===== src/rtl/proc_ctrl_sequencer_if.sv =====
// Bus between the processor control sequencer and its datapath/host.
// The host drives Run/DIN/Gnz; the sequencer drives enables, selects and status.
interface proc_ctrl_sequencer_if #(
   parameter int CNT_W = 16
);
   logic             Run;
   logic [15:0]      DIN;
   logic             Gnz;
   logic             IRin;
   logic [7:0]       Rin;
   logic [7:0]       Rout;
   logic             DINout;
   logic             Gout;
   logic             Ain;
   logic             Gin;
   logic             AddSub;
   logic             Done;
   logic [1:0]       Tstep;
   logic [CNT_W-1:0] icount;

   modport master (
      output Run, DIN, Gnz,
      input  IRin, Rin, Rout, DINout, Gout, Ain, Gin, AddSub, Done, Tstep, icount
   );

   modport slave (
      input  Run, DIN, Gnz,
      output IRin, Rin, Rout, DINout, Gout, Ain, Gin, AddSub, Done, Tstep, icount
   );
endinterface


===== src/rtl/proc_ctrl_sequencer.sv =====
// Multi-cycle T0..T3 control sequencer for the 8-register bus processor,
// with a wrapping retired-instruction counter.
module proc_ctrl_sequencer #(
   parameter int CNT_W = 16
) (
   input logic                 Clock,
   input logic                 Resetn,
   proc_ctrl_sequencer_if.slave bus
);

   // Handshake: Run is a request sampled only in T0 (fetch happens on that edge
   // via IRin); Done is a one-cycle completion pulse; Run is ignored in T1..T3.
   typedef enum logic [1:0] {T0 = 2'd0, T1 = 2'd1, T2 = 2'd2, T3 = 2'd3} state_t;

   state_t           state, next_state;
   logic [8:0]       ir;
   logic [CNT_W-1:0] count;

   logic [2:0] opcode, rx, ry;
   logic [7:0] x_oh, y_oh;
   logic       irin, dinout, gout, ain, gin, addsub, done;
   logic [7:0] rin, rout;
   logic       unused_din;

   assign opcode     = ir[8:6];
   assign rx         = ir[5:3];
   assign ry         = ir[2:0];
   assign x_oh       = 8'b1 << rx;
   assign y_oh       = 8'b1 << ry;
   assign unused_din = ^bus.DIN[15:9];

   always_ff @(posedge Clock or negedge Resetn) begin
      if (!Resetn) begin
         state <= T0;
         ir    <= '0;
         count <= '0;
      end else begin
         state <= next_state;
         if (irin) ir <= bus.DIN[8:0];
         if (done) count <= count + CNT_W'(1);
      end
   end

   always_comb begin
      next_state = state;
      irin       = 1'b0;
      rin        = '0;
      rout       = '0;
      dinout     = 1'b0;
      gout       = 1'b0;
      ain        = 1'b0;
      gin        = 1'b0;
      addsub     = 1'b0;
      done       = 1'b0;
      case (state)
         T0: begin
            irin = bus.Run;
            if (bus.Run) next_state = T1;
         end
         T1: begin
            next_state = T0;
            case (opcode)
               3'b000: begin
                  rout = y_oh;
                  rin  = x_oh;
                  done = 1'b1;
               end
               3'b001: begin
                  dinout = 1'b1;
                  rin    = x_oh;
                  done   = 1'b1;
               end
               3'b010, 3'b011: begin
                  rout       = x_oh;
                  ain        = 1'b1;
                  next_state = T2;
               end
               3'b100: begin
                  // Not-taken mvnz still retires, just without the register move.
                  if (bus.Gnz) begin
                     rout = y_oh;
                     rin  = x_oh;
                  end
                  done = 1'b1;
               end
               default: done = 1'b1;
            endcase
         end
         T2: begin
            rout       = y_oh;
            gin        = 1'b1;
            addsub     = ir[6];
            next_state = T3;
         end
         T3: begin
            gout       = 1'b1;
            rin        = x_oh;
            done       = 1'b1;
            next_state = T0;
         end
      endcase
   end

   assign bus.IRin   = irin;
   assign bus.Rin    = rin;
   assign bus.Rout   = rout;
   assign bus.DINout = dinout;
   assign bus.Gout   = gout;
   assign bus.Ain    = ain;
   assign bus.Gin    = gin;
   assign bus.AddSub = addsub;
   assign bus.Done   = done;
   assign bus.Tstep  = state;
   assign bus.icount = count;

endmodule

===== src/flat_wrapper.sv =====
// flat-port wrapper written by rule: the top's interface ports become plain ports
module proc_ctrl_sequencer_flat 
#(
   parameter int CNT_W = 16
)
  (Clock, Resetn, bus_Run, bus_DIN, bus_Gnz, bus_IRin, bus_Rin, bus_Rout, bus_DINout, bus_Gout, bus_Ain, bus_Gin, bus_AddSub, bus_Done, bus_Tstep, bus_icount);
  proc_ctrl_sequencer_if #(.CNT_W(CNT_W)) bus_i ();
  input logic Clock;
  input logic Resetn;
  input wire logic [$bits(bus_i.Run)-1:0] bus_Run;
  input wire logic [$bits(bus_i.DIN)-1:0] bus_DIN;
  input wire logic [$bits(bus_i.Gnz)-1:0] bus_Gnz;
  output wire logic [$bits(bus_i.IRin)-1:0] bus_IRin;
  output wire logic [$bits(bus_i.Rin)-1:0] bus_Rin;
  output wire logic [$bits(bus_i.Rout)-1:0] bus_Rout;
  output wire logic [$bits(bus_i.DINout)-1:0] bus_DINout;
  output wire logic [$bits(bus_i.Gout)-1:0] bus_Gout;
  output wire logic [$bits(bus_i.Ain)-1:0] bus_Ain;
  output wire logic [$bits(bus_i.Gin)-1:0] bus_Gin;
  output wire logic [$bits(bus_i.AddSub)-1:0] bus_AddSub;
  output wire logic [$bits(bus_i.Done)-1:0] bus_Done;
  output wire logic [$bits(bus_i.Tstep)-1:0] bus_Tstep;
  output wire logic [$bits(bus_i.icount)-1:0] bus_icount;
  assign bus_i.Run = bus_Run;
  assign bus_i.DIN = bus_DIN;
  assign bus_i.Gnz = bus_Gnz;
  assign bus_IRin = bus_i.IRin;
  assign bus_Rin = bus_i.Rin;
  assign bus_Rout = bus_i.Rout;
  assign bus_DINout = bus_i.DINout;
  assign bus_Gout = bus_i.Gout;
  assign bus_Ain = bus_i.Ain;
  assign bus_Gin = bus_i.Gin;
  assign bus_AddSub = bus_i.AddSub;
  assign bus_Done = bus_i.Done;
  assign bus_Tstep = bus_i.Tstep;
  assign bus_icount = bus_i.icount;
  proc_ctrl_sequencer #(.CNT_W(CNT_W)) u_core (.Clock(Clock), .Resetn(Resetn), .bus(bus_i));
endmodule

===== config.mk =====
export PLATFORM = sky130hd
export DESIGN_NAME = proc_ctrl_sequencer_flat
export DESIGN_NICKNAME = d
export VERILOG_FILES = /design/src/rtl/proc_ctrl_sequencer_if.sv /design/src/rtl/proc_ctrl_sequencer.sv /design/src/flat_wrapper.sv
export SDC_FILE = /design/constraint.sdc
export NUM_CORES = 1
export LEC_CHECK = 0
export ABC_CLOCK_PERIOD_IN_PS = 3400
export CAP_MARGIN = 20
export CELL_PAD_IN_SITES_DETAIL_PLACEMENT = 2
export CELL_PAD_IN_SITES_GLOBAL_PLACEMENT = 2
export CORE_UTILIZATION = 27
export DETAILED_ROUTE_END_ITERATION = 7
export PLACE_DENSITY_LB_ADDON = 0.08
export SLEW_MARGIN = 20
export SYNTH_ARGS = -nofsm -noshare
export SYNTH_HDL_FRONTEND = slang
export SYNTH_SLANG_ARGS = --single-unit

===== constraint.sdc =====
create_clock -name Clock -period 3.4 [get_ports Clock]
set_input_delay 0.68 -clock Clock [delete_from_list [all_inputs] [get_ports Clock]]
set_output_delay 0.68 -clock Clock [all_outputs]
set_load 0.01 [all_outputs]

==> impl_metrics.toml <==
[synthesis]
syn_nets = 161
yosysMostFrequentCell = "dfrtp_1"
yosysSeqAreaShare_pct = 45.69
syn_inst = 135
syn_avg_cell_area_sq_um = 10.95
synth-seq-cells = 27
synth_edf_count = 0
synth_cell_types = 35
synthFlopType = "dfrtp_1"
synth_top_area_share_pct = 45.69
syn_area_sq_um = 1479
yosys_warnings = 0
async_flop_share_pct = 100.0
synth_commonest_cells = "dfrtp_1, xor2_1, mux2_2, nor2_1, nand2_1"
synth_area_leaders = "dfrtp_1, mux2_2, xor2_1, ha_1, nor2_1"
synth_top_cell_by_area = "dfrtp_1"

[timing]
hold-worst-slack_ps = 483.5
hold_viol_final = 0
rsz0062_at_grt = "false"
tns_ps = 0
max_freq_mhz = 316.1
relSlewSlack_pct = 66.00
finalMaxSlewViolations = 0
fin_crit_ps = 3164
min_period_over_period_pct = 93.05
tightestPinTransition_ps = 508.8
finalClockSkew_ps = 2.937
setup-violations-final = 0

[worst_setup_path]
crit_chain = "inv_1 -> ha_1 -> nand2b_1 -> nor3_2 -> o21ai_0 -> o22ai_1 -> clkdlybuf4s50_1"
arrival_ps = 2480
crit_fanout = 5
slowest_delay_ps = 570
crit_slowest_cell = "clkdlybuf4s50_1"
critical_path_class = "reg -> out"
start_kind = "flop"
required_ps = 2720
cp-end-kind = "output port"

[global_route]
overflow = 0
grt_pass1_wl_um = 7051
grt_util_all_layers_pct = 15.08
grt_pass1_vias = 1429
grt_max_degree = 28
antenna_found_initial = 0

[cts]
tritoncts = "done"
htreeDepth = 1
clkSinkCount = 27
clkLatencyLatePin_ps = 270
clk_pin_slew_ps = 90
cts_buffers = 3
clock_tree.buffer_depth = 2
post_cts_buffers = 0
root_buffer = "clkbuf_8"

[route]
via_count = 1268
ant_nets = 0
drt_first_iter_violations = 15
firstDrtPassIters = 4
drc = 0
routedWlPerCell_um = 15.65
vias_per_cell = 4.821
wirelength_um = 4117

[placement]
place_congestion = 0.6989
place_area_sq_um = 2105
place_hpwl_um = 3236
port_buffers = 53
dp.cells = 259

[floorplan]
die_area_sq_um = 5778
io_pins = 61
initial_core_util_pct = 28.41
num_rows = 26
die_y_um = 76.01
core_area_sq_um = 5205
die_x_um = 76.01

[final_layout]
fin_cells = 263
nNetsFinal = 220
antenna_cells = 0
fin_area_sq_um = 2156
drive_above_1_share_pct = 13.47
syn2layout_area_growth_pct = 45.77

[pwr]
power.leakage_uw = 0.0009012
power_density_nw_per_um2 = 728.8
ir_worst_vdd_uv = 368.9

[status]
status = "completed"

[hold_path]
hp-class = "reg -> reg"

[run]
drv_cap = 0
worst paths after layout:
check | start | to | slack [ps] | depth (start not counted)
min reg2reg | u_core.bus.icount[15]$_DFFE_PN0P_ | u_core.bus.icount[15]$_DFFE_PN0P_ | 480 | 1
min in group asynchronous | Resetn | u_core.bus.icount[0]$_DFFE_PN0P_ | 780 | 2
max reg2reg | flop | u_core.bus.icount[6]$_DFFE_PN0P_ | 1560 | 5
max in group asynchronous | Resetn | u_core.ir[3]$_DFFE_PN0P_ | 2350 | 2
max | flop | bus_Rout[7] | 240 | 7
min | u_core.bus.icount[15]$_DFFE_PN0P_ | u_core.bus.icount[15]$_DFFE_PN0P_ | 480 | 1
logic make-up after synthesis:
family | synth area share, %
buffers and inverters | 1.777
adder cells (fa/ha/maj) | 5.076
AND/OR/NAND/NOR | 22.34
flip-flops | 45.69
XOR/XNOR | 9.391
multiplexers | 7.614
AO/OA/AOI/OAI | 8.122
timing repair:
| item | 4_1_cts | 5_1_grt |
|---|---|---|
| hold buffers | 0 | 0 |
| gates resized for setup | 0 | 1 |
| endpoints found under the setup margin | 0 | 4 |
stage by stage:
stage | total power [uW] | worst slack [ps] | utilization [%]
4_1_cts | 1599 | 159.9 | 41.32
3_3_place_gp | 1361 | 327.8 | 40.43
6_report | 1571 | 236.1 | 41.42
5_1_grt | 1698 | 33.56 | 41.42
3_5_place_dp | 1408 | 260.6 | 40.43
2_1_floorplan | 1034 | 1096 | -
cell type report:
cell class / instances / area (sq um)
Clock inverter: 1 / 5.005
Clock buffer: 3 / 41.29
Timing Repair Buffer: 55 / 545.5
Multi-Input combinational cell: 102 / 782.0
Sequential cell: 27 / 675.6
Inverter: 5 / 18.77
Tap cell: 70 / 87.58
Fill cell: 575 / 3049
per-layer routing:
| metal | share of wire (%) | vias to the layer above | global-route usage [%] |
|---|---|---|---|
| li1 | - | 598 | - |
| met1 | 42 | 633 | 17.55 |
| met4 | 0.44 | 0 | 3.462 |
| met5 | 0 | - | 0 |
| met2 | 53 | 35 | 28.64 |
| met3 | 4.2 | 2 | 2.515 |
flip-flops by register name (all words and copies together), names as in the netlist, named ones only:
signal,flops
u_core.bus.Tstep,1
u_core.bus.icount,16
u_core.ir,9
worst max-delay path, delay by kind of cell, from the launching register on:
kind                     cells  cell delay (ps)
flip-flops                   1              430
AND/OR/NAND/NOR              2              390
buffers and inverters        2              710
adder cells (fa/ha/maj)      1              280
AO/OA/AOI/OAI                2              420
cell usage in the layout, fill, tap and decap left out, types with 2 or more instances in the layout:
| cell type | instances |
|---|---|
| nand3b_1 | 3 |
| o32ai_1 | 2 |
| nand2b_1 | 4 |
| clkdlybuf4s50_1 | 53 |
| xnor2_1 | 2 |
| nor4b_2 | 2 |
| o21ai_0 | 3 |
| xor2_1 | 12 |
| ha_1 | 6 |
| nor2b_1 | 2 |
| nor3_1 | 5 |
| a21oi_1 | 2 |
| buf_4 | 2 |
| nor4_1 | 3 |
| dfrtp_1 | 27 |
| nand2_1 | 8 |
| nor2_1 | 10 |
| o22ai_1 | 6 |
| inv_1 | 5 |
| nor3b_1 | 2 |
| nand3_1 | 4 |
| clkbuf_8 | 3 |
| mux2_2 | 10 |
| o21bai_1 | 2 |
where the power goes:
| group | switching, uW | internal [uW] | total, uW |
|---|---|---|---|
| combinational | 403 | 417 | 820 |
| clock | 102 | 82.1 | 184 |
| sequential | 142 | 426 | 568 |
Power figures use the tool's default switching activity.
==> edit, RTL diff (config.mk and constraints unchanged) <==
`CNT_W` is set to 16 in 3 places; all go to 32.
--- a/src/rtl/proc_ctrl_sequencer_if.sv
+++ b/src/rtl/proc_ctrl_sequencer_if.sv
@@ -1,7 +1,7 @@
 // Bus between the processor control sequencer and its datapath/host.
 // The host drives Run/DIN/Gnz; the sequencer drives enables, selects and status.
 interface proc_ctrl_sequencer_if #(
-   parameter int CNT_W = 16
+   parameter int CNT_W = 32
 );
    logic             Run;
    logic [15:0]      DIN;
--- a/src/rtl/proc_ctrl_sequencer.sv
+++ b/src/rtl/proc_ctrl_sequencer.sv
@@ -1,7 +1,7 @@
 // Multi-cycle T0..T3 control sequencer for the 8-register bus processor,
 // with a wrapping retired-instruction counter.
 module proc_ctrl_sequencer #(
-   parameter int CNT_W = 16
+   parameter int CNT_W = 32
 ) (
    input logic                 Clock,
    input logic                 Resetn,
--- a/src/flat_wrapper.sv
+++ b/src/flat_wrapper.sv
@@ -1,7 +1,7 @@
 // flat-port wrapper written by rule: the top's interface ports become plain ports
 module proc_ctrl_sequencer_flat 
 #(
-   parameter int CNT_W = 16
+   parameter int CNT_W = 32
 )
   (Clock, Resetn, bus_Run, bus_DIN, bus_Gnz, bus_IRin, bus_Rin, bus_Rout, bus_DINout, bus_Gout, bus_Ain, bus_Gin, bus_AddSub, bus_Done, bus_Tstep, bus_icount);
   proc_ctrl_sequencer_if #(.CNT_W(CNT_W)) bus_i ();
Ports: changed (resized bus_icount); port bits go from 61 to 77. No check against the original RTL was run, so the function may have changed too.
==> edit against the original RTL <==
Synthesized area grew 51%; clock power is 78% higher; hold slack worse by 0.12 ns; power up 23%; wire length increased by 50%; final area grew 45%; critical path depth is 1 higher; synthesized cell count rose by 57%; sequential cell count grew 16; maximum frequency decreased by 2.1%; final cell count up 48%; die area rose by 49%; worst setup slack lost 0.069 ns; critical endpoint is now bus_Rout[0]; highest routed layer unchanged.
==> edit: results (changes against the original RTL) <==
<table>
<tr><th>Metric</th><th>Value</th></tr>
<tr><th colspan="2">Power and ir drop</th></tr>
<tr><td>Peak supply drop</td><td>0.000314 V (was 0.000369 V)</td></tr>
<tr><td>Clock power share</td><td>16.9% (was 11.7%)</td></tr>
<tr><td>Switching power of the nets</td><td>0.752 mW (was 0.647 mW)</td></tr>
<tr><th colspan="2">Worst setup path</th></tr>
<tr><td>FF-to-FF setup slack</td><td>1.34 ns (was 1.56 ns)</td></tr>
<tr><th colspan="2">Timing</th></tr>
<tr><td>Layout Skew</td><td>0.00979 ns (was 0.00294 ns)</td></tr>
<tr><td>Max_slew headroom</td><td>62.2% (was 66.0%)</td></tr>
<tr><th colspan="2">Synthesis</th></tr>
<tr><td>Register area share after synthesis</td><td>48.2% (was 45.7%)</td></tr>
<tr><td>Synth cell types</td><td>42 (was 35)</td></tr>
<tr><td>Syn Area/Cell</td><td>10.5 um^2 (was 11.0 um^2)</td></tr>
<tr><td>Cells taking the most area after synthesis</td><td>sky130_fd_sc_hd__dfrtp_1 (48%), sky130_fd_sc_hd__xnor2_1 (7.1%), sky130_fd_sc_hd__xor2_1 (4.7%) (was sky130_fd_sc_hd__dfrtp_1 (46%), sky130_fd_sc_hd__mux2_2 (7.6%), sky130_fd_sc_hd__xor2_1 (7.1%))</td></tr>
<tr><th colspan="2">Clock tree</th></tr>
<tr><td>TritonCTS Buffers</td><td>5 (was 3)</td></tr>
<tr><td>Number of levels the H-tree was split into</td><td>2 (was 1)</td></tr>
<tr><td>Total clock sinks</td><td>43 (was 27)</td></tr>
<tr><th colspan="2">Layout</th></tr>
<tr><td>Clock buffer and inverter area fraction after layout</td><td>2.72% (was 2.15%)</td></tr>
<tr><td>Share of cells above drive strength 1</td><td>9.72% (was 13.5%)</td></tr>
<tr><td>Final non-clock buffer share</td><td>22.2% (was 25.3%)</td></tr>
<tr><td>Count of inverters not on the clock network in the layout</td><td>11 (was 5)</td></tr>
<tr><th colspan="2">Global route</th></tr>
<tr><td>Global-route wire length before repair</td><td>10300 um (was 7050 um)</td></tr>
<tr><td>Met2 Usage GRT</td><td>27.1% (was 28.6%)</td></tr>
<tr><td>Met1 layer usage reported by global route</td><td>19.1% (was 17.5%)</td></tr>
<tr><td>Pin count of the biggest net entering global routing</td><td>44 (was 28)</td></tr>
<tr><th colspan="2">Routing</th></tr>
<tr><td>Routed length on met1</td><td>2820 um (was 1730 um)</td></tr>
<tr><td>Average wire length per cell after detail routing</td><td>15.9 um (was 15.7 um)</td></tr>
<tr><td>DRC marker count from the first detailed-route iteration</td><td>65 (was 15)</td></tr>
<tr><th colspan="2">Placement</th></tr>
<tr><td># port buffers</td><td>69 (was 53)</td></tr>
<tr><td>Pre-CTS worst setup slack</td><td>0.190 ns (was 0.261 ns)</td></tr>
<tr><td>Post-DP HPWL</td><td>4680 um (was 3240 um)</td></tr>
<tr><td>Cell Count Post-Placement</td><td>382 (was 259)</td></tr>
<tr><th colspan="2">Run status</th></tr>
<tr><td>Outcome</td><td>complete, no violations (unchanged)</td></tr>
</table>
edit: cells by family after synthesis:
logic type	synth area share [%]
and+or+nand+nor	24.2
DFF	48.2
xor gates and xnor gates	12.5
AOI/OAI and AO/OA	5.44
buffers and inverters	2.24
muxes	4.04
adders and majority gates	3.37
edit: worst max-delay path, stage by stage (launching register included):
cell and delay [ns]:
sky130_fd_sc_hd__dfrtp_1 0.43, sky130_fd_sc_hd__inv_1 0.11, sky130_fd_sc_hd__ha_1 0.25, sky130_fd_sc_hd__inv_1 0.11, sky130_fd_sc_hd__nor2_2 0.18, sky130_fd_sc_hd__nand3b_1 0.17, sky130_fd_sc_hd__or3_1 0.34, sky130_fd_sc_hd__o31ai_1 0.08
sky130_fd_sc_hd__clkdlybuf4s50_1 0.59
edit: repair_timing:
item,in CTS,in global routing
setup buffers,0,0
gates resized for setup,0,1
endpoints found under the hold margin,0,0
setup endpoints to repair,0,1
